--- src/rtl/relogio_display_mux_if.sv ---
// rtl/relogio_display_mux_if.sv - time/mode inputs and display pins of the clock display driver
interface relogio_display_mux_if #(
    parameter int N_DIGITS = 8
);
    logic [5:0]          segundos;
    logic [5:0]          minutos;
    logic [5:0]          horas;
    logic [1:0]          modo_ajuste;
    logic [N_DIGITS-1:0] an;
    logic [7:0]          dec_ddp;
    logic [7:0]          leds;

    modport master (
        output segundos, minutos, horas, modo_ajuste,
        input  an, dec_ddp, leds
    );

    modport slave (
        input  segundos, minutos, horas, modo_ajuste,
        output an, dec_ddp, leds
    );
endinterface

--- src/rtl/relogio_display_mux.sv ---
// rtl/relogio_display_mux.sv - multiplexed hh:mm:ss 7-segment scanner with adjust-field marking
// RELOGIO_BLINK_EN selects blinking of the adjust field; otherwise the field is marked by its dp.
module relogio_display_mux #(
    parameter int N_DIGITS    = 8,
    parameter int REFRESH_DIV = 100000,
    parameter int BLINK_DIV   = 25000000
) (
    input  logic                 clk_100MHz,
    input  logic                 reset,
    relogio_display_mux_if.slave disp
);
    localparam int RW = $clog2(REFRESH_DIV);
    localparam int IW = $clog2(N_DIGITS);

    if (!(N_DIGITS == 6 || N_DIGITS == 8)) begin : g_bad_digits
        $error("relogio_display_mux: N_DIGITS must be 6 or 8");
    end
    if (REFRESH_DIV < 2) begin : g_bad_refresh
        $error("relogio_display_mux: REFRESH_DIV must be at least 2");
    end
    if (BLINK_DIV < 2) begin : g_bad_blink
        $error("relogio_display_mux: BLINK_DIV must be at least 2");
    end

    logic [RW-1:0]       ref_cnt_q;
    logic [IW-1:0]       idx_q;
    logic [IW-1:0]       cur_q;
    logic                load_q;
    logic [5:0]          sec_q, min_q, hr_q;
    logic [1:0]          mode_snap_q;
    logic [N_DIGITS-1:0] an_q, an_d;
    logic [7:0]          dec_q, dec_d;
    logic [7:0]          leds_q, leds_d;
    logic                tick;

    logic [5:0]          field_val;
    logic [1:0]          field;
    logic                over;
    logic [3:0]          tens, units;
    logic [7:0]          digit_seg;
    logic                dp_on;
    logic                mark;

    function automatic logic [7:0] seg7(input logic [3:0] v);
        case (v)
            4'd0:    seg7 = 8'hC0;
            4'd1:    seg7 = 8'hF9;
            4'd2:    seg7 = 8'hA4;
            4'd3:    seg7 = 8'hB0;
            4'd4:    seg7 = 8'h99;
            4'd5:    seg7 = 8'h92;
            4'd6:    seg7 = 8'h82;
            4'd7:    seg7 = 8'hF8;
            4'd8:    seg7 = 8'h80;
            4'd9:    seg7 = 8'h90;
            default: seg7 = 8'hFF;
        endcase
    endfunction

    assign tick = (ref_cnt_q == RW'(REFRESH_DIV - 1));

`ifdef RELOGIO_BLINK_EN
    localparam int BW = $clog2(BLINK_DIV);

    logic [BW-1:0] blink_cnt_q;
    logic          phase_q;
    logic [1:0]    mode_prev_q;

    // A live mode change restarts the blink so the new field starts visible.
    always_ff @(posedge clk_100MHz or posedge reset) begin
        if (reset) begin
            blink_cnt_q <= '0;
            phase_q     <= 1'b0;
            mode_prev_q <= 2'd0;
        end else begin
            mode_prev_q <= disp.modo_ajuste;
            if (disp.modo_ajuste != mode_prev_q) begin
                blink_cnt_q <= '0;
                phase_q     <= 1'b0;
            end else if (blink_cnt_q == BW'(BLINK_DIV - 1)) begin
                blink_cnt_q <= '0;
                phase_q     <= ~phase_q;
            end else begin
                blink_cnt_q <= blink_cnt_q + 1'b1;
            end
        end
    end
`endif

    // Field code of a digit matches the adjust-mode code that selects it.
    always_comb begin
        field_val = 6'd0;
        field     = 2'd0;
        over      = 1'b0;
        case (cur_q)
            IW'(0), IW'(1): begin
                field_val = sec_q;
                field     = 2'd1;
                over      = (sec_q > 6'd59);
            end
            IW'(2), IW'(3): begin
                field_val = min_q;
                field     = 2'd2;
                over      = (min_q > 6'd59);
            end
            IW'(4), IW'(5): begin
                field_val = hr_q;
                field     = 2'd3;
                over      = (hr_q > 6'd23);
            end
            default: ;
        endcase

        tens  = 4'(field_val / 6'd10);
        units = 4'(field_val % 6'd10);

        if (field == 2'd0) begin
            digit_seg = 8'hFF;
        end else if (over) begin
            digit_seg = 8'hBF;
        end else begin
            digit_seg = seg7(cur_q[0] ? tens : units);
        end

        mark  = (field != 2'd0) && (field == mode_snap_q);
        dp_on = (cur_q == IW'(2)) || (cur_q == IW'(4));
`ifndef RELOGIO_BLINK_EN
        if (mark) begin
            dp_on = 1'b1;
        end
`endif

        dec_d = digit_seg;
        if (field != 2'd0 && dp_on) begin
            dec_d[7] = 1'b0;
        end
`ifdef RELOGIO_BLINK_EN
        if (mark && phase_q) begin
            dec_d = 8'hFF;
        end
`endif
        an_d = ~(N_DIGITS'(1) << cur_q);
    end

    always_comb begin
        case (disp.modo_ajuste)
            2'd1:    leds_d = 8'h01;
            2'd2:    leds_d = 8'h03;
            2'd3:    leds_d = 8'h07;
            default: leds_d = 8'h00;
        endcase
    end

    // Inputs are captured only when the frame restarts at digit 0, so a frame never tears.
    always_ff @(posedge clk_100MHz or posedge reset) begin
        if (reset) begin
            ref_cnt_q   <= '0;
            idx_q       <= '0;
            cur_q       <= '0;
            load_q      <= 1'b0;
            sec_q       <= 6'd0;
            min_q       <= 6'd0;
            hr_q        <= 6'd0;
            mode_snap_q <= 2'd0;
            an_q        <= '1;
            dec_q       <= 8'hFF;
            leds_q      <= 8'h00;
        end else begin
            load_q <= tick;
            leds_q <= leds_d;
            if (tick) begin
                ref_cnt_q <= '0;
                cur_q     <= idx_q;
                idx_q     <= (idx_q == IW'(N_DIGITS - 1)) ? '0 : idx_q + 1'b1;
                if (idx_q == '0) begin
                    sec_q       <= disp.segundos;
                    min_q       <= disp.minutos;
                    hr_q        <= disp.horas;
                    mode_snap_q <= disp.modo_ajuste;
                end
            end else begin
                ref_cnt_q <= ref_cnt_q + 1'b1;
            end
            if (load_q) begin
                an_q  <= an_d;
                dec_q <= dec_d;
            end
        end
    end

    assign disp.an      = an_q;
    assign disp.dec_ddp = dec_q;
    assign disp.leds    = leds_q;
endmodule

--- src/flat_wrapper.sv ---
// flat-port wrapper written by rule: the top's interface ports become plain ports
module relogio_display_mux_flat 
#(
    parameter int N_DIGITS    = 8,
    parameter int REFRESH_DIV = 100000,
    parameter int BLINK_DIV   = 25000000
)
  (clk_100MHz, reset, disp_segundos, disp_minutos, disp_horas, disp_modo_ajuste, disp_an, disp_dec_ddp, disp_leds);
  relogio_display_mux_if #(.N_DIGITS(N_DIGITS)) disp_i ();
  input  logic clk_100MHz;
  input  logic reset;
  input wire logic [$bits(disp_i.segundos)-1:0] disp_segundos;
  input wire logic [$bits(disp_i.minutos)-1:0] disp_minutos;
  input wire logic [$bits(disp_i.horas)-1:0] disp_horas;
  input wire logic [$bits(disp_i.modo_ajuste)-1:0] disp_modo_ajuste;
  output wire logic [$bits(disp_i.an)-1:0] disp_an;
  output wire logic [$bits(disp_i.dec_ddp)-1:0] disp_dec_ddp;
  output wire logic [$bits(disp_i.leds)-1:0] disp_leds;
  assign disp_i.segundos = disp_segundos;
  assign disp_i.minutos = disp_minutos;
  assign disp_i.horas = disp_horas;
  assign disp_i.modo_ajuste = disp_modo_ajuste;
  assign disp_an = disp_i.an;
  assign disp_dec_ddp = disp_i.dec_ddp;
  assign disp_leds = disp_i.leds;
  relogio_display_mux #(.N_DIGITS(N_DIGITS), .REFRESH_DIV(REFRESH_DIV), .BLINK_DIV(BLINK_DIV)) u_core (.clk_100MHz(clk_100MHz), .reset(reset), .disp(disp_i));
endmodule
--- config.mk ---
export PLATFORM = sky130hd
export DESIGN_NAME = relogio_display_mux_flat
export DESIGN_NICKNAME = d
export VERILOG_FILES = /design/src/rtl/relogio_display_mux_if.sv /design/src/rtl/relogio_display_mux.sv /design/src/flat_wrapper.sv
export SDC_FILE = /design/constraint.sdc
export NUM_CORES = 1
export LEC_CHECK = 0
export CORE_ASPECT_RATIO = 1.4
export CORE_MARGIN = 8
export CORE_UTILIZATION = 30
export CTS_BUF_LIST = sky130_fd_sc_hd__clkbuf_8
export DETAILED_ROUTE_END_ITERATION = 8
export GPL_ROUTABILITY_DRIVEN = 0
export HOLD_SLACK_MARGIN = 0.03
export SYNTH_ARGS = -nofsm -noshare
export SYNTH_HDL_FRONTEND = slang
export SYNTH_SLANG_ARGS = --single-unit
--- constraint.sdc ---
create_clock -name clk_100MHz -period 5 [get_ports clk_100MHz]
set_clock_uncertainty 0.1 [all_clocks]
set_input_delay 0.5 -clock clk_100MHz [delete_from_list [all_inputs] [get_ports clk_100MHz]]
set_output_delay 0.5 -clock clk_100MHz [all_outputs]
set_load 0.02 [all_outputs]
After elaboration in Yosys (flattened, before gate mapping) --
Memory sizes are Yosys's and may differ from the RTL's. Index checks and enable logic that the tools add are counted.
Storage, ports and cells: memory bits (read-only) 112, word-level logic and storage cells 54, register bits after elaboration 63, bits of input ports 22, latch bits 0, memory bits (writable) 0, memories 1
Operators by class: shift operators 1, order comparisons 3, $mul 0, reductions and logical operators 11, muxes and demuxes 11, bitwise gates (word level) 1, $add $sub $neg 2, eq/ne operators 11, div/mod/pow operators 2
Memories:
- (name not given) | depth 16, bits a word 7, rd ports 1, clocked after memory_dff 0, wr ports 0, RTL line relogio_display_mux.sv:45 | case (v)
Operator list (number):
- case mux 6 bit (3 select lines) | 1
- adder 17 x 1 -> 17 bit, second input constant | 1
- == test 17 bit, second input constant | 1
- two-way mux 17 bit | 1
- two-way mux 8 bit | 2
- > comparator 6 bit, second input constant | 2
- == test 3 bit, second input constant | 3
- case mux 3 bit (3 select lines) | 1
- inverter 8 bit | 1
- left shift 1 x 3 -> 8 bit, first input constant | 1
- divider 6 x 4 -> 6 bit, second input constant | 1
- == test 3 x 2 -> 1 bit, second input constant | 2
- > comparator 6 x 5 -> 1 bit, second input constant | 1
- logical NOT 3 bit | 2
- remainder unit 6 x 4 -> 6 bit, second input constant | 1
- case mux 2 bit (3 select lines) | 1
- OR reduction 2 bit | 3
- == test 2 bit, second input constant | 2
- two-way mux 4 bit | 1
- adder 3 x 1 -> 3 bit, second input constant | 1
- == test 3 x 1 -> 1 bit, second input constant | 1
- two-way mux 3 bit | 1
- case mux 1 bit (3 select lines) | 1
- == test 2 x 1 -> 1 bit, second input constant | 1
- 7 further kinds | 9

Depth between registers and ports, before layout --
An unclocked memory read counts as a cell.
depth in word-level cells 9, gate-level depth with buffers 17, mapped depth without buffers 16

Worst setup path before layout --
Ideal clock, no wire load.
path kind register -> register, from register u_core.cur_q[1], to register u_core.dec_q[3], in the netlist u_core.disp.dec_ddp[3], slack 668 ps, setup time 77 ps, stages on the path, launching flop included 16, data arrival time 4155 ps, path buffers 1, cells stage by stage dfrtp_1 buf_6 mux2_2 a22oi_2 inv_1 ha_1 a21o_1 a222oi_1 nor3_1 o32a_1 and4_1 nor3_1 inv_1 ha_1 or3_1 a31oi_1
On the way: word-level cells in the longest chain between the ends 8
Ends and longest elaborated chain:
- start: declaration | RTL line relogio_display_mux.sv:27 | logic [IW-1:0] cur_q;
- start signal: assignment | RTL line relogio_display_mux.sv:173 | cur_q <= idx_q;
- == test 3 bit (tied with other cells) | RTL line relogio_display_mux.sv:95 | case (cur_q)
- OR reduction 2 bit | RTL line relogio_display_mux.sv:95
- case mux 6 bit (3 select lines) | RTL line relogio_display_mux.sv:95
- remainder unit 6 x 4 -> 6 bit / divider 6 x 4 -> 6 bit (equally long branches) | RTL line relogio_display_mux.sv:115, relogio_display_mux.sv:114
- two-way mux 4 bit | RTL line relogio_display_mux.sv:122 | digit_seg = seg7(cur_q[0] ? tens : units);
- memory (16 x 7 bit)
- two-way mux 8 bit | RTL line relogio_display_mux.sv:119 | end else if (over) begin
- two-way mux 8 bit (*) | RTL line relogio_display_mux.sv:117 | if (field == 2'd0) begin
- end signal: assignment | RTL line relogio_display_mux.sv:166 | dec_q <= 8'hFF;
- end signal: assignment | RTL line relogio_display_mux.sv:186 | dec_q <= dec_d;
- end: declaration | RTL line relogio_display_mux.sv:32 | logic [7:0] dec_q, dec_d;
Every way passes the cells marked *; elsewhere a longest branch is shown, timed or not. A chain may end at the register's enable or synchronous reset.

Worst setup path after layout --
from register u_core.cur_q[2], to register u_core.dec_q[3], in the netlist u_core.disp.dec_ddp[3]
Same word-level chain as after synthesis.

==> impl_metrics.yaml <==
global_routing:
  grt_usage_pct: 11.1
  grt_pass1_vias: 2668
  grt-ovfl-total: 0
  grt_antenna_before_repair: 0
  grt_max_degree: 64
  grt_pass1_wl_mm: 13.2
timing:
  relSlewSlack_pct: 39.4
  period_minus_slack_ns: 4.49
  finalHoldViolCount: 0
  drv_slew: 0
  fmax_ghz: 0.223
  setup_viol: 0
  rsz0062_at_grt: "false"
  tightest_slew_ns: 0.908
  tns_ns: 0
  post-route-period-util_pct: 89.8
route:
  initialDrtViolationCount: 121
  route.met2.wl_mm: 4.13
  via_per_inst: 5.15
  wl_per_cell_um: 15.4
  drc: 0
  routedLengthMet1_mm: 3.20
  vias: 2647
  finalWirelength_mm: 7.91
  dr_wl_met3_um: 372
  firstDrtPassIters: 4
  top_layer: "met4"
  antenna_left: 0
placed_design:
  placed_cell_area_mm2: 0.00393
  portBuffers: 40
  dp_cells: 498
  place.detailed.hpwl_mm: 5.72
logic_synthesis:
  yosysMostFrequentCell: "dfrtp_1"
  syn-cell-area_mm2: 0.00338
  netlist_top_cells_area: "dfrtp_1 (35%), dfstp_2 (12%), mux2_2 (8.7%)"
  seq_area_frac_synth_pct: 47.2
  synth_warnings: 0
  ys_seq_elements: 63
  synth_flop_cell: "dfrtp_1"
  synth.avg_cell_area_um2: 10.5
  synth_edf_count: 0
  synth_top_area_share_pct: 34.8
  yosysUniqueCellTypes: 62
  synth_cells: 322
  synth_top_cells_by_count: "dfrtp_1 (47), nor2_1 (32), mux2_2 (26), nand2_1 (19), dfstp_2 (16)"
  yosys.area.top_type: "dfrtp_1"
  synthArstFlopShare_pct: 100
cts:
  holdBufCountCts: 0
  root_buffer: "clkbuf_8"
  ctsResizeCount: 0
  clk_pin_slew_worst_paths_ns: 0.07
  clock_path_buffers: 2
  numCtsBuffers: 9
  clock_latency_ns: 0.34
  cts_tree: "yes"
  cts_max_level: 3
  clkSinkCount: 63
  post-cts-setup-buffers: 0
final_layout:
  area_delta_synth_final_pct: 21.1
  stdcell_area_mm2: 0.00410
  antenna_cells: 0
  layout.nets: 398
  drive_gt1_share_pct: 19.2
  fin_cells: 514
floorplanning:
  die_w_um: 106
  dieArea_mm2: 0.0150
  core_area_mm2: 0.0112
  rows: 46
  start_util_pct: 30.3
  die_y_um: 142
  io_pins: 46
pwr:
  p_per_area_mw_per_mm2: 230
  worst_ir_drop_vdd_mv: 0.143
  leakage_nw: 1.73
worst_setup_path:
  worst-setup-path-type: "reg -> reg"
  critPathArrivalTime_ns: 4.66
  endpoint_kind: "flop"
  crit_required_ns: 5.17
  cp-start-kind: "flop"
  crit_path_max_fanout: 15
status:
  status: "complete, no violations"
min_path:
  worstHoldPathType: "reg -> reg"
job:
  max_cap_viol_count: 0
==> where the power goes <==
group / total (W) / internal, W / switching (W)
Clock: 0.000394 / 0.000190 / 0.000204
Combinational: 0.0000354 / 0.0000174 / 0.0000180
Sequential: 0.000512 / 0.000511 / 0.000000457
==> state kept, by name, indices dropped and copies added (netlist names), 6 cells and up <==
signal               flops
u_core.disp.an           8
u_core.disp.dec_ddp      8
u_core.hr_q              6
u_core.min_q             6
u_core.sec_q             6
u_core.ref_cnt_q        17
==> logic make-up after synthesis <==
family	count (synthesis)	share of synthesized area (%)
AOI/OAI and AO/OA	62	14.0
xor gates and xnor gates	15	3.88
other	1	0.111
and+or+nand+nor	109	16.3
adders and majority gates	11	4.07
buffers and inverters	30	4.18
DFF	63	47.2
muxes	31	10.3
==> per-layer routing <==
| metal | GRT usage, % | up-vias |
|---|---|---|
| met5 | 0 | - |
| met4 | 6.17 | 0 |
| met2 | 19.3 | 79 |
| li1 | - | 1249 |
| met1 | 12.0 | 1304 |
| met3 | 2.72 | 15 |
==> cell usage in the layout (no fill, tap or decap), drive strengths merged, types with 3 or more instances in the layout <==
cell type,synthesis,final
dfrtp,47,47
clkdlybuf4s50,0,40
nor2,32,32
mux2,27,27
nand2,19,19
dfstp,16,16
nand3,16,16
inv,12,13
a21oi,12,12
ha,11,11
o21ai,10,10
clkbuf,9,10
nor3,8,8
xnor2,8,8
a31oi,8,8
xor2,7,7
nand4,6,6
and3,5,5
conb,1,5
buf,8,5
mux2i,4,4
clkinv,1,4
nand2b,3,3
==> final timing paths <==
kind / from / end / slack [ns] / cells after the start
worst min-delay path: u_core.disp.dec_ddp[0]$_DFFE_PP1P_ / u_core.disp.dec_ddp[0]$_DFFE_PP1P_ / 0.39 / 2
worst min register to register: u_core.disp.dec_ddp[0]$_DFFE_PP1P_ / u_core.disp.dec_ddp[0]$_DFFE_PP1P_ / 0.39 / 2
min in group asynchronous: reset / u_core.hr_q[0]$_DFFE_PP0P_ / 0.61 / 3
max in group asynchronous: reset / u_core.min_q[2]$_DFFE_PP0P_ / 3.66 / 3
worst max-delay path: u_core.cur_q[2]$_DFFE_PP0P_ / u_core.disp.dec_ddp[3]$_DFFE_PP1P_ / 0.51 / 16
worst max register to register: u_core.cur_q[2]$_DFFE_PP0P_ / u_core.disp.dec_ddp[3]$_DFFE_PP1P_ / 0.51 / 16
==> worst max-delay path, stage by stage, from the launching register on <==
cell and delay (ns):
dfrtp_1 0.52, and2b_1 0.36, a22oi_2 0.38, inv_1 0.15, ha_1 0.28, a21o_1 0.20
a222oi_1 0.28, buf_4 0.20, nor3_1 0.08, o32a_1 0.42, and4_1 0.21, nor3_1 0.18
buf_4 0.16, inv_1 0.06, ha_1 0.30, or3_1 0.37, a31oi_1 0.17
==> metrics by stage <==
step | hold slack [ns] | utilization [%] | total power, W | worst slack, ns
after floorplan | 0.348 | - | 0.000537 | 0.668
after CTS | 0.386 | 36.7 | 0.000959 | 0.585
final | 0.385 | 36.7 | 0.000941 | 0.509
after detailed placement | 0.376 | 35.2 | 0.000557 | 0.608
after global placement | 0.367 | 35.2 | 0.000557 | 0.721
after global routing | 0.404 | 36.7 | 0.000985 | 0.187
==> final cells by class <==
type | instances | area [um^2]
clock buffers | 10 | 138
well taps | 144 | 180
repair buffers | 45 | 438
clock inverters | 6 | 37.5
multi-input cells | 233 | 1660
fillers | 1137 | 7070
flip-flops and latches | 63 | 1600
inverters | 13 | 48.8
Power figures use the tool's default switching activity.
